$ cat src/rtl/vga_pkg.sv
// Shared VGA timing constants and helpers for the timing source and the
// pixel-colour stage.
package vga_pkg;

  // Default 640x480@60 timing, pixel clock derived from a 100 MHz system clock
  localparam int DEF_ACTIVE_HORI      = 640;
  localparam int DEF_FRONT_PORCH_HORI = 16;
  localparam int DEF_SYNC_PULSE_HORI  = 96;
  localparam int DEF_BACK_PORCH_HORI  = 48;
  localparam int DEF_ACTIVE_VERT      = 480;
  localparam int DEF_FRONT_PORCH_VERT = 10;
  localparam int DEF_SYNC_PULSE_VERT  = 2;
  localparam int DEF_BACK_PORCH_VERT  = 33;
  localparam int DEF_PERIOD_COUNT     = 4;
  localparam int DEF_SYNC_ACTIVE_LOW  = 1;

  // Position counters are 10 bits wide, so a line or frame holds at most 1024
  localparam int COUNT_W   = 10;
  localparam int MAX_TOTAL = 1024;

  // Total length of a line or frame from its four timing segments
  function automatic int timing_total(input int active, input int front_porch,
                                      input int sync_pulse, input int back_porch);
    return active + front_porch + sync_pulse + back_porch;
  endfunction

  // Pin level for a sync signal given whether it is logically asserted
  function automatic logic sync_level(input logic asserted, input logic active_low);
    return active_low ? ~asserted : asserted;
  endfunction

endpackage

$ cat src/rtl/vga_pixel_tick.sv
// Clock divider producing a one-clk pixel tick every PERIOD_COUNT clocks.
module vga_pixel_tick #(
  parameter int PERIOD_COUNT = 4
) (
  input  logic clk,
  input  logic rst_n,
  input  logic run,
  output logic enable
);

  localparam int DIV_W = (PERIOD_COUNT > 1) ? $clog2(PERIOD_COUNT) : 1;
  localparam logic [DIV_W-1:0] DIV_LAST = DIV_W'(PERIOD_COUNT - 1);

  logic [DIV_W-1:0] div_q, div_d;
  logic             enable_q, enable_d;

  // Next divider value; the tick is registered so it is high exactly while
  // the divider sits at its last value. Stopping clears the divider.
  always_comb begin
    div_d    = '0;
    enable_d = 1'b0;
    if (run) begin
      div_d    = (div_q == DIV_LAST) ? '0 : div_q + DIV_W'(1);
      enable_d = (div_d == DIV_LAST);
    end
  end

  // Divider and tick registers
  always_ff @(posedge clk or negedge rst_n) begin
    if (!rst_n) begin
      div_q    <= '0;
      enable_q <= 1'b0;
    end else begin
      div_q    <= div_d;
      enable_q <= enable_d;
    end
  end

  assign enable = enable_q;

endmodule

$ cat src/rtl/vga_timing_gen.sv
// VGA timing source: pixel tick, h/v position counters and registered
// sync/active/frame_start decode aligned with the counters.
module vga_timing_gen
  import vga_pkg::*;
#(
  parameter int ACTIVE_HORI      = DEF_ACTIVE_HORI,
  parameter int FRONT_PORCH_HORI = DEF_FRONT_PORCH_HORI,
  parameter int SYNC_PULSE_HORI  = DEF_SYNC_PULSE_HORI,
  parameter int BACK_PORCH_HORI  = DEF_BACK_PORCH_HORI,
  parameter int ACTIVE_VERT      = DEF_ACTIVE_VERT,
  parameter int FRONT_PORCH_VERT = DEF_FRONT_PORCH_VERT,
  parameter int SYNC_PULSE_VERT  = DEF_SYNC_PULSE_VERT,
  parameter int BACK_PORCH_VERT  = DEF_BACK_PORCH_VERT,
  parameter int PERIOD_COUNT     = DEF_PERIOD_COUNT,
  parameter int SYNC_ACTIVE_LOW  = DEF_SYNC_ACTIVE_LOW
) (
  input  logic               clk,
  input  logic               rst_n,
  input  logic               run,
  output logic               enable,
  output logic [COUNT_W-1:0] h_count,
  output logic [COUNT_W-1:0] v_count,
  output logic               HSYNC,
  output logic               VSYNC,
  output logic               active,
  output logic               frame_start
);

  localparam int H_TOTAL = timing_total(ACTIVE_HORI, FRONT_PORCH_HORI,
                                        SYNC_PULSE_HORI, BACK_PORCH_HORI);
  localparam int V_TOTAL = timing_total(ACTIVE_VERT, FRONT_PORCH_VERT,
                                        SYNC_PULSE_VERT, BACK_PORCH_VERT);

  generate
    if (H_TOTAL > MAX_TOTAL || V_TOTAL > MAX_TOTAL || PERIOD_COUNT < 1) begin : g_bad_params
      $error("vga_timing_gen: H_TOTAL/V_TOTAL must be <= 1024 and PERIOD_COUNT >= 1");
    end
  endgenerate

  localparam logic [COUNT_W-1:0] H_LAST   = COUNT_W'(H_TOTAL - 1);
  localparam logic [COUNT_W-1:0] V_LAST   = COUNT_W'(V_TOTAL - 1);
  localparam logic [COUNT_W-1:0] H_ACT    = COUNT_W'(ACTIVE_HORI);
  localparam logic [COUNT_W-1:0] V_ACT    = COUNT_W'(ACTIVE_VERT);
  localparam logic [COUNT_W-1:0] HS_FIRST = COUNT_W'(ACTIVE_HORI + FRONT_PORCH_HORI);
  localparam logic [COUNT_W-1:0] HS_LAST  = COUNT_W'(ACTIVE_HORI + FRONT_PORCH_HORI
                                                     + SYNC_PULSE_HORI - 1);
  localparam logic [COUNT_W-1:0] VS_FIRST = COUNT_W'(ACTIVE_VERT + FRONT_PORCH_VERT);
  localparam logic [COUNT_W-1:0] VS_LAST  = COUNT_W'(ACTIVE_VERT + FRONT_PORCH_VERT
                                                     + SYNC_PULSE_VERT - 1);
  localparam logic SYNC_LOW  = (SYNC_ACTIVE_LOW != 0);
  localparam logic SYNC_IDLE = SYNC_LOW;

  logic               tick;
  logic [COUNT_W-1:0] h_q, h_d, v_q, v_d;
  logic               hsync_q, hsync_d, vsync_q, vsync_d;
  logic               active_q, active_d, frame_start_q, frame_start_d;

  vga_pixel_tick #(
    .PERIOD_COUNT (PERIOD_COUNT)
  ) u_pixel_tick (
    .clk    (clk),
    .rst_n  (rst_n),
    .run    (run),
    .enable (tick)
  );

  // Advance position on each pixel tick; decode flags from the next position
  // so the registered flags always describe the registered counters.
  always_comb begin
    h_d           = h_q;
    v_d           = v_q;
    hsync_d       = hsync_q;
    vsync_d       = vsync_q;
    active_d      = active_q;
    frame_start_d = 1'b0;
    if (tick) begin
      if (h_q == H_LAST) begin
        h_d = '0;
        v_d = (v_q == V_LAST) ? '0 : v_q + COUNT_W'(1);
      end else begin
        h_d = h_q + COUNT_W'(1);
      end
      hsync_d       = sync_level((h_d >= HS_FIRST) && (h_d <= HS_LAST), SYNC_LOW);
      vsync_d       = sync_level((v_d >= VS_FIRST) && (v_d <= VS_LAST), SYNC_LOW);
      active_d      = (h_d < H_ACT) && (v_d < V_ACT);
      frame_start_d = (h_d == '0) && (v_d == '0);
    end
  end

  // Position and decoded-flag registers
  always_ff @(posedge clk or negedge rst_n) begin
    if (!rst_n) begin
      h_q           <= '0;
      v_q           <= '0;
      hsync_q       <= SYNC_IDLE;
      vsync_q       <= SYNC_IDLE;
      active_q      <= 1'b0;
      frame_start_q <= 1'b0;
    end else begin
      h_q           <= h_d;
      v_q           <= v_d;
      hsync_q       <= hsync_d;
      vsync_q       <= vsync_d;
      active_q      <= active_d;
      frame_start_q <= frame_start_d;
    end
  end

  assign enable      = tick;
  assign h_count     = h_q;
  assign v_count     = v_q;
  assign HSYNC       = hsync_q;
  assign VSYNC       = vsync_q;
  assign active      = active_q;
  assign frame_start = frame_start_q;

endmodule

$ cat config.mk
export PLATFORM = sky130hd
export DESIGN_NAME = vga_timing_gen
export DESIGN_NICKNAME = d
export VERILOG_FILES = /design/src/rtl/vga_pkg.sv /design/src/rtl/vga_pixel_tick.sv /design/src/rtl/vga_timing_gen.sv
export SDC_FILE = /design/constraint.sdc
export NUM_CORES = 1
export LEC_CHECK = 0
export CORE_MARGIN = 8
export CORE_UTILIZATION = 58
export DETAILED_ROUTE_END_ITERATION = 10
export GPL_TIMING_DRIVEN = 0
export PLACE_DENSITY = 0.81
export SYNTH_ARGS = -nofsm -noshare
export SYNTH_HDL_FRONTEND = slang
export SYNTH_SLANG_ARGS = --single-unit
$ cat constraint.sdc
create_clock -name clk -period 3.8 [get_ports clk]
set_clock_uncertainty 0.1 [all_clocks]
set_input_delay 0.57 -clock clk [delete_from_list [all_inputs] [get_ports clk]]
set_output_delay 0.57 -clock clk [all_outputs]
set_load 0.02 [all_outputs]
==> flow_summary.toml <==
[run_status]
status = "complete, no violations"

[grt]
grt_max_degree = 28
antenna_found_initial = 0
grt_pass1_vias = 1495
grt_pass1_wl_um = 7070
grt_usage_pct = 17.2
overflow = 0

[clock_tree]
clkSlewWorstSetupHoldPaths_ps = 160
cts_tree = "yes"
post_cts_resized = 0
cts_sinks = 27
cts_hold_buf = 0
htree_num_levels = 1
clockBufferDepth = 2
cts_root_buffer = "clkbuf_4"
clk_latency_ps = 340
cts_buffers = 3
postCtsSetupRepairBufs = 0

[die]
dieArea_um2 = 5150
core_um2 = 3000
ioPinCount = 28
die-height_um = 71.7
start_util_pct = 60.0
rows = 20
dieWidth_um = 71.7

[timing]
rsz0062_at_grt = "no"
setup_viol = 0
period_share_pct = 73.2
max_freq_mhz = 360
final.setup.tns_ps = 0
worst_pin_slew_ps = 618
drv_slew = 0
hold_viol = 0
slew_headroom_pct = 58.8
period_needed_ps = 2780
setup_slack_ps = 1020

[place]
dp_cells = 256
post-place-ws_ps = 1080
placed_area_um2 = 2110
gp_congestion = 0.941
dp_hpwl_um = 3340
port_buffers = 27

[finish]
seqCellArea_um2 = 678
multiInputGateArea_um2 = 992
num_antenna_cells = 0
final_area_um2 = 2140
stdcell_count = 260
postLayoutCoreUtil_pct = 71.2
layout-drive-gt1-share_pct = 11.9
nets = 238
final.fill_count = 264
area_growth_pct = 18.7

[synth]
synthTopCellsByArea = "dfrtp_1 (35%), ha_1 (4.9%), xnor2_1 (4.4%), o21ai_0 (4.2%), nand3_1 (3.6%)"
yosys_warnings = 0
synth_most_common_cell = "dfrtp_1"
syn_nets = 206
yosys.area.top_type_share_pct = 34.7
postSynthCellCount = 196
synth_common_cells = "dfrtp_1 (25), nand2_1 (16), nor2_1 (15), o21ai_0 (15), nand3_1 (13)"
syn_area_um2 = 1800
ys_ff_latch = 27
synthArstFlopShare_pct = 100
synth_edf_count = 0
ys_seq_area_share_pct = 37.6
syn_avg_cell_area_um2 = 9.19
synth.largest_area_cell = "dfrtp_1"
synth.distinct_cells = 56
synth-main-ff-cell = "dfrtp_1"

[critical_path]
cp.buffers_inverters = 1
cp-end-kind = "flop"
path_cells = "ha_1 -> and4_1 -> clkbuf_8 -> nand3_1 -> or4b_1 -> a221oi_1 -> o32ai_1"
critPathSlowestCell = "or4b_1"
critPathMaxStageDelay_ps = 580
critPathLaunchType = "flop"
worstPathRequired_ps = 3900
crit_arrival_ps = 2880
crit_family = "simple AND/OR/NAND/NOR gates"
cp_max_fo = 10
worstSetupPathType = "reg -> reg"

[job]
cap_violations = 0

[routing]
postRouteAntennaNets = 0
wl_per_cell_um = 17.1
vias_per_cell = 6.04
drt_wl_total_um = 4440
dr.pass1.iters = 4
dr.first_iter.drc_count = 78
vias = 1571
route.detailed.drc = 0

[pwr]
p_leak_uw = 0.000870
ir_drop_mv = 0.399
power_density_nw_per_um2 = 414

[worst_hold_path]
hold_path_class = "in -> async"
-- final cells by class --
type	instances	share of cell area, %
clock buffer	3	1.05
inverter	9	1.58
tap	33	1.93
clock inverter	1	0.351
multi-input combinational	146	46.4
timing repair buffer	27	12.4
sequential	27	31.7
buffer	14	4.56
-- power breakdown --
group,total (µW),switching [µW],internal [µW]
clock,132,91.8,40.3
sequential,380,47.3,332
combinational,373,201,172
-- layer usage --
layer,global-route usage [%],vias up,wire (µm)
met2,30.0,42,2280
met1,20.8,749,1910
met3,3.21,6,202
li1,-,774,-
met5,0,-,0
met4,4.99,0,36
-- sequential cells by signal (all words and copies together), names as in the netlist --
| name | flops |
|---|---|
| HSYNC | 1 |
| VSYNC | 1 |
| active | 1 |
| frame_start | 1 |
| h_count | 10 |
| u_pixel_tick.div_q | 2 |
| u_pixel_tick.enable | 1 |
| v_count | 10 |
-- through the flow --
step | power [µW] | hold slack [ps]
3_3_place_gp | 748 | 345
5_1_grt | 937 | 160
4_1_cts | 892 | 377
3_5_place_dp | 760 | 359
6_report | 884 | 117
2_1_floorplan | 617 | 174
-- logic make-up (layout without fill, tap and decap cells) --
| group | after synthesis | after routing | share of synthesized area (%) |
|---|---|---|---|
| xor gates and xnor gates | 12 | 12 | 5.83 |
| AOI/OAI and AO/OA | 41 | 41 | 15.6 |
| adders and majority gates | 8 | 8 | 5.42 |
| muxes | 3 | 3 | 1.81 |
| DFF | 27 | 27 | 37.6 |
| and+or+nand+nor | 82 | 82 | 26.4 |
| buffers and inverters | 23 | 54 | 7.29 |
-- cells in the final DEF (no fill, tap or decap), drive strengths merged, types with 3 or more instances in the layout --
cell	count
xor2	3
nor3	5
clkdlybuf4s50	26
nand2	16
nor2	15
nor4	4
and3	4
o21ai	16
buf	6
a21oi	5
xnor2	9
a31oi	4
nand3	13
inv	9
ha	7
and4	3
dfrtp	25
nand4	8
clkbuf	12
-- worst reg2reg max path, stage by stage (launching register included) --
cell and delay [ps]:
dfrtp_1 490, ha_1 310, and4_1 250, clkbuf_8 170, nand3_1 210, or4b_1 580
a221oi_1 400, o32ai_1 150
-- final timing paths --
kind,from,end,slack (ps),cells after the start
worst max-delay path,h_count[1]$_DFFE_PN0P_,active$_DFFE_PN0P_,1020,7
worst min-delay path,rst_n,v_count[3]$_DFFE_PN0P_,120,1
worst max register to register,h_count[1]$_DFFE_PN0P_,active$_DFFE_PN0P_,1020,7
worst min register to register,u_pixel_tick.div_q[0]$_DFF_PN0_,u_pixel_tick.div_q[0]$_DFF_PN0_,370,1
max in group asynchronous,rst_n,h_count[2]$_DFFE_PN0P_,3070,1
min in group clk,u_pixel_tick.div_q[0]$_DFF_PN0_,u_pixel_tick.div_q[0]$_DFF_PN0_,370,1
(Power assumes the default switching activity.)
